### config.mk
export PLATFORM = sky130hd
export DESIGN_NAME = piso_mux_sequencer_flat
export DESIGN_NICKNAME = d
export VERILOG_FILES = /design/src/rtl/piso_mux_sequencer_pkg.sv /design/src/rtl/piso_mux_sequencer_if.sv /design/src/rtl/piso_mux_sequencer_mux8to1.sv /design/src/rtl/piso_mux_sequencer.sv /design/src/flat_wrapper.sv
export SDC_FILE = /design/constraint.sdc
export NUM_CORES = 1
export LEC_CHECK = 0
export CORE_AREA = 2 2 63 65
export CTS_CLUSTER_DIAMETER = 150
export DETAILED_ROUTE_END_ITERATION = 6
export DIE_AREA = 0 0 65 67
export DONT_BUFFER_PORTS = 1
export PLACE_DENSITY_LB_ADDON = 0.15
export SLEW_MARGIN = 20
export SYNTH_ARGS = -nofsm -noshare
export SYNTH_HDL_FRONTEND = slang
export SYNTH_SLANG_ARGS = --single-unit
### constraint.sdc
create_clock -name clk -period 1.75 [get_ports clk]
set_input_delay 0.35 -clock clk [delete_from_list [all_inputs] [get_ports clk]]
set_output_delay 0.35 -clock clk [all_outputs]
set_load 0.005 [all_outputs]
### src/rtl/piso_mux_sequencer_pkg.sv
// Shared constants for the parallel-in/serial-out select sequencer:
// state encoding, select range and word width.
package piso_mux_sequencer_pkg;

    localparam int DATA_W = 8;
    localparam int SEL_W  = 3;

    typedef enum logic {
        IDLE  = 1'b0,
        SHIFT = 1'b1
    } state_e;

    localparam logic [SEL_W-1:0] SEL_LO = 3'd0;
    localparam logic [SEL_W-1:0] SEL_HI = 3'd7;

    function automatic logic [SEL_W-1:0] sel_start(input bit lsb_first);
        return lsb_first ? SEL_LO : SEL_HI;
    endfunction

    function automatic logic [SEL_W-1:0] sel_end(input bit lsb_first);
        return lsb_first ? SEL_HI : SEL_LO;
    endfunction

endpackage

### src/rtl/piso_mux_sequencer_if.sv
// Word-in / bit-out bundle of the sequencer. slave = the sequencer itself,
// master = whatever feeds words and consumes the serial stream.
interface piso_mux_sequencer_if #(
    parameter int CNT_W = 8
);
    import piso_mux_sequencer_pkg::*;

    // Both handshakes transfer on a rising edge where valid and ready are
    // high together; a valid side holds its data stable until that edge.
    logic              in_valid;
    logic              in_ready;
    logic [DATA_W-1:0] in_data;
    logic [SEL_W-1:0]  sel;
    logic              ser_out;
    logic              ser_valid;
    logic              ser_ready;
    logic              sof;
    logic              eof;
    logic              busy;
    logic [CNT_W-1:0]  frame_cnt;

    modport slave (
        input  in_valid, in_data, ser_ready,
        output in_ready, sel, ser_out, ser_valid, sof, eof, busy, frame_cnt
    );

    modport master (
        output in_valid, in_data, ser_ready,
        input  in_ready, sel, ser_out, ser_valid, sof, eof, busy, frame_cnt
    );

endinterface

### src/rtl/piso_mux_sequencer_mux8to1.sv
// 8-to-1 gate-level multiplexer: one AND term per decoded select, OR-reduced.
module mux8to1 (
    input  logic [7:0] d_i,
    input  logic [2:0] sel_i,
    output logic       y_o
);

    logic [7:0] term;

    for (genvar i = 0; i < 8; i++) begin : g_term
        localparam logic [2:0] K = 3'(i);
        assign term[i] = d_i[i] & (sel_i == K);
    end

    assign y_o = |term;

endmodule

### src/rtl/piso_mux_sequencer.sv
// Holds an 8-bit word and walks the mux select across it, streaming one
// bit per accepted serial beat, with frame markers and a frame counter.
module piso_mux_sequencer
    import piso_mux_sequencer_pkg::*;
#(
    parameter int LSB_FIRST = 1,
    parameter int CNT_W     = 8
) (
    input logic                    clk,
    input logic                    rst_n,
    piso_mux_sequencer_if.slave    bus
);

    localparam logic [SEL_W-1:0] START = sel_start(LSB_FIRST != 0);
    localparam logic [SEL_W-1:0] LAST  = sel_end(LSB_FIRST != 0);

    state_e            state_q, state_d;
    logic [DATA_W-1:0] data_q, data_d;
    logic [SEL_W-1:0]  sel_q, sel_d;
    logic [CNT_W-1:0]  cnt_q, cnt_d;

    logic last, accept, step, in_ready, ser_valid;

    assign last   = (sel_q == LAST);
    assign accept = bus.in_valid & in_ready;
    assign step   = ser_valid & bus.ser_ready;

    always_ff @(posedge clk) begin
        if (!rst_n) begin
            state_q <= IDLE;
            data_q  <= '0;
            sel_q   <= START;
            cnt_q   <= '0;
        end else begin
            state_q <= state_d;
            data_q  <= data_d;
            sel_q   <= sel_d;
            cnt_q   <= cnt_d;
        end
    end

    always_comb begin
        state_d = state_q;
        data_d  = data_q;
        sel_d   = sel_q;
        cnt_d   = cnt_q;
        case (state_q)
            IDLE: begin
                if (accept) begin
                    state_d = SHIFT;
                    data_d  = bus.in_data;
                    sel_d   = START;
                end
            end
            SHIFT: begin
                if (step && !last) begin
                    sel_d = (LSB_FIRST != 0) ? sel_q + 3'd1 : sel_q - 3'd1;
                end else if (step) begin
                    cnt_d = cnt_q + 1'b1;
                    sel_d = START;
                    // A word accepted on the closing beat starts the next frame at once.
                    if (accept) begin
                        data_d = bus.in_data;
                    end else begin
                        state_d = IDLE;
                    end
                end
            end
            default: state_d = IDLE;
        endcase
    end

    always_comb begin
        ser_valid = (state_q == SHIFT);
        in_ready  = (state_q == IDLE) | ((state_q == SHIFT) & last & bus.ser_ready);
    end

    mux8to1 u_mux (
        .d_i   (data_q),
        .sel_i (sel_q),
        .y_o   (bus.ser_out)
    );

    assign bus.in_ready  = in_ready;
    assign bus.ser_valid = ser_valid;
    assign bus.sel       = sel_q;
    assign bus.sof       = ser_valid & (sel_q == START);
    assign bus.eof       = ser_valid & last;
    assign bus.busy      = ser_valid;
    assign bus.frame_cnt = cnt_q;

endmodule

### src/flat_wrapper.sv
// flat-port wrapper written by rule: the top's interface ports become plain ports
module piso_mux_sequencer_flat import piso_mux_sequencer_pkg::*;
#(
    parameter int LSB_FIRST = 1,
    parameter int CNT_W     = 8
)
  (clk, rst_n, bus_in_valid, bus_in_data, bus_ser_ready, bus_in_ready, bus_sel, bus_ser_out, bus_ser_valid, bus_sof, bus_eof, bus_busy, bus_frame_cnt);
  piso_mux_sequencer_if #(.CNT_W(CNT_W)) bus_i ();
  input logic clk;
  input logic rst_n;
  input wire logic [$bits(bus_i.in_valid)-1:0] bus_in_valid;
  input wire logic [$bits(bus_i.in_data)-1:0] bus_in_data;
  input wire logic [$bits(bus_i.ser_ready)-1:0] bus_ser_ready;
  output wire logic [$bits(bus_i.in_ready)-1:0] bus_in_ready;
  output wire logic [$bits(bus_i.sel)-1:0] bus_sel;
  output wire logic [$bits(bus_i.ser_out)-1:0] bus_ser_out;
  output wire logic [$bits(bus_i.ser_valid)-1:0] bus_ser_valid;
  output wire logic [$bits(bus_i.sof)-1:0] bus_sof;
  output wire logic [$bits(bus_i.eof)-1:0] bus_eof;
  output wire logic [$bits(bus_i.busy)-1:0] bus_busy;
  output wire logic [$bits(bus_i.frame_cnt)-1:0] bus_frame_cnt;
  assign bus_i.in_valid = bus_in_valid;
  assign bus_i.in_data = bus_in_data;
  assign bus_i.ser_ready = bus_ser_ready;
  assign bus_in_ready = bus_i.in_ready;
  assign bus_sel = bus_i.sel;
  assign bus_ser_out = bus_i.ser_out;
  assign bus_ser_valid = bus_i.ser_valid;
  assign bus_sof = bus_i.sof;
  assign bus_eof = bus_i.eof;
  assign bus_busy = bus_i.busy;
  assign bus_frame_cnt = bus_i.frame_cnt;
  piso_mux_sequencer #(.LSB_FIRST(LSB_FIRST), .CNT_W(CNT_W)) u_core (.clk(clk), .rst_n(rst_n), .bus(bus_i));
endmodule
==> results_dict.tcl <==
set metrics [dict create \
    status "finished with violations" \
    failed_checks "setup timing" \
    cts.path.max_buffers 2 \
    layout_setup_ws_ns -0.1729 \
    clkSinkCount 20 \
    syn_avg_cell_area_sq_um 8.847 \
    min_path_type "input port to flop" \
    classification_of_the_worst_setup_path "flop to output port" \
    hold_viol 0 \
    syn-cell-area_sq_um 999.7 \
    number_of_levels_the_h_tree_was_split_into 1 \
    boundaryPins 29 \
    core-area_sq_mm 0.003606 \
    setup.reg_to_reg.worst_slack_ns 0.06 \
    layout.nets 141 \
    tritoncts.num_buffers 3 \
    clk_latency_ns 0.26 \
    die_y_um 67 \
    cpPeakStageDelay_ns 0.36 \
    antenna_cells_inserted 0 \
    wl_cell_um 14.46 \
    maxSlewViolCount 0 \
    p_leak_nw 0.4281 \
    power.ir.vdd_worst_v 0.0002044 \
    yosysSeqAreaShare_pct 40.05 \
    wire_length_after_detailed_routing_um 2429 \
    cts_tree "done" \
    first_global_vias 849 \
    worstPathMaxFanout 4 \
    cts.reportedPaths.clkPinSlew_ns 0.08 \
    initial_utilization_pct 27.72 \
    cts_root_buf "sky130_fd_sc_hd__clkbuf_8" \
    fin_skew_ns 0.004329 \
    dpl_worst_slack_ns -0.02557 \
    layout_area_growth_over_synthesis_pct 17.65 \
    setup_viol 2 \
    design.die.area_sq_mm 0.004355 \
    hpwlAfterDp_um 1794 \
    startpoint_type "flop" \
    crit_arrival_ns 1.57 \
    setup_repair_after_global_routing_missed_its_margin "true" \
    final_min_period_over_clock_period_pct 109.9 \
    synth_enable_flop_cells 0 \
    grt_pass1_wl_um 4153 \
    max_slew_margin_pct 58.28 \
    period_minus_slack_ns 1.923 \
    grt_max_degree 21 \
    power.density_mw_per_mm2 735.7 \
    io_buffers 0 \
    synth.yosys.warnings 0 \
    detailedRoute.firstPassIterationCount 4 \
    die_width_um 65 \
    postSynthRegisterBits 20 \
    grt.total_usage_pct 12.76 \
    maxCapViolCount 0 \
    detailroute.via_count 854 \
    critPathCaptureType "output port" \
    timing.critical_path.cells "inv_2, ha_4, a222oi_1, mux2i_1, a221o_1" \
    synth_fp_nets 132 \
    syn-instance-count 113 \
    num_rows 22 \
    global_route.overflow_total 0 \
    final_layout_size_suffix_gt1_share_pct 23.33 \
    cp.required_ns 1.40 \
    netlist-cell-type-count 26 \
    initialDrtViolationCount 48 \
    drtAntennaViolNets 0 \
    asyncSetResetFlopFracSynth_pct 0 \
    setup_tns_ns -0.2245 \
    vias_per_inst 5.083 \
    main_flop_type_after_synthesis "sky130_fd_sc_hd__dfxtp_1" \
    fmaxAchievable_mhz 520.0 \
    timing.critical_path.slowest_stage_cell "sky130_fd_sc_hd__dfxtp_2" \
    final_routed_drc_violation_total 0 \
    grt_antenna_before_repair 0 \
    place.gp.congestion 0.7038 \
    worstMarginPinSlew_ns 0.6250 \
]
metal layers:
metal	share of wire (%)	GRT usage [%]	up-vias
met3	7.9	4.054	5
met5	0	0	-
li1	-	-	424
met1	46	16.21	400
met2	43	18.56	25
met4	2.6	7.979	0
power breakdown:
part	switching [W]	total, W	internal (W)
Sequential	0.0000108	0.000479	0.000469
Clock	0.000155	0.000308	0.000154
Combinational	0.0000434	0.0000776	0.0000342
registers in the layout (all words and copies together) (netlist names):
register / count
u_core.bus.busy: 1
u_core.bus.frame_cnt: 8
u_core.bus.sel: 3
u_core.data_q: 8
area by class of cell:
cell class	count	area (sq um)
Sequential cell	20	402.9
Inverter	6	22.52
Clock buffer	3	41.29
Fill cell	395	2430
Tap cell	48	60.06
Timing Repair inverter	1	7.507
Timing Repair Buffer	10	75.07
Multi-Input combinational cell	80	566.8
cell usage after synthesis, types with 3 or more instances:
| cell type | number | area [sq um] |
|---|---|---|
| sky130_fd_sc_hd__dfxtp_1 | 20 | 400.4 |
| sky130_fd_sc_hd__o31ai_1 | 3 | 22.52 |
| sky130_fd_sc_hd__inv_1 | 5 | 18.77 |
| sky130_fd_sc_hd__mux2i_1 | 3 | 30.03 |
| sky130_fd_sc_hd__buf_4 | 3 | 22.52 |
| sky130_fd_sc_hd__nand2_1 | 8 | 30.03 |
| sky130_fd_sc_hd__a21oi_1 | 17 | 85.08 |
| sky130_fd_sc_hd__clkbuf_1 | 3 | 11.26 |
| sky130_fd_sc_hd__or4_1 | 3 | 22.52 |
| sky130_fd_sc_hd__nor2_1 | 3 | 11.26 |
| sky130_fd_sc_hd__ha_1 | 7 | 87.58 |
| sky130_fd_sc_hd__o21ai_0 | 10 | 50.05 |
| sky130_fd_sc_hd__nand3_1 | 11 | 55.05 |
path summary, 6_finish.rpt:
path	startpoint	to	cells past startpoint
max reg2reg	u_core.bus.sel[0]$_SDFFE_PN0P_	u_core.data_q[0]$_SDFFE_PN0P_	8
min	bus_in_data[5]	u_core.data_q[5]$_SDFFE_PN0P_	2
max	u_core.bus.sel[0]$_SDFFE_PN0P_	bus_ser_out	5
min reg2reg	u_core.bus.sel[1]$_SDFFE_PN0P_	u_core.bus.sel[1]$_SDFFE_PN0P_	2
critical path: cells and delay by family, from the launching register on:
family / cells / cell delay [ns]
flip-flops: 1 / 0.36
AO/OA/AOI/OAI: 2 / 0.61
adder cells (fa/ha/maj): 1 / 0.15
buffers and inverters: 1 / 0.06
multiplexers: 1 / 0.12
through the flow:
step	util, %	hold slack, ns	power (W)	std cells	area (sq um)
after floorplan	-	0.4533	0.0005454	113	999.7
after global placement	29.81	0.4849	0.0005582	162	1075
after detailed placement	29.81	0.4754	0.0005587	162	1075
after CTS	32.13	0.2351	0.0008680	167	1159
after global routing	32.62	0.2306	0.0009116	168	1176
final	32.62	0.2342	0.0008653	168	1176
cells by family (layout without fill, tap and decap cells):
group / Yosys count / in the layout / share of synthesized area [%]
compound gates: 34 / 34 / 19.90
xor+xnor: 2 / 2 / 1.753
fa+ha+maj: 7 / 7 / 8.761
buf+inv: 13 / 20 / 6.758
flops: 20 / 20 / 40.05
mux: 3 / 3 / 3.004
simple gates: 34 / 34 / 19.77
what timing repair did:
action / 4_1_cts / 5_1_grt
resized for setup: 10 / 5
setup buffers: 1 / 1
endpoints found under the setup margin: 6 / 15
pin swaps: 3 / 2
cloned: 1 / 0
hold buffers: 0 / 0
hold endpoints to repair: 0 / 0
cell usage in the layout, fill, tap and decap left out, drive strengths merged, types with 4 or more instances in the layout:
| master | synthesis | routed |
|---|---|---|
| buf | 4 | 10 |
| nand3 | 11 | 11 |
| or3 | 4 | 4 |
| nand2 | 8 | 8 |
| inv | 6 | 6 |
| ha | 7 | 7 |
| o21ai | 10 | 10 |
| a21oi | 17 | 17 |
| dfxtp | 20 | 20 |
Note: power is estimated with default switching activity, not from simulation.
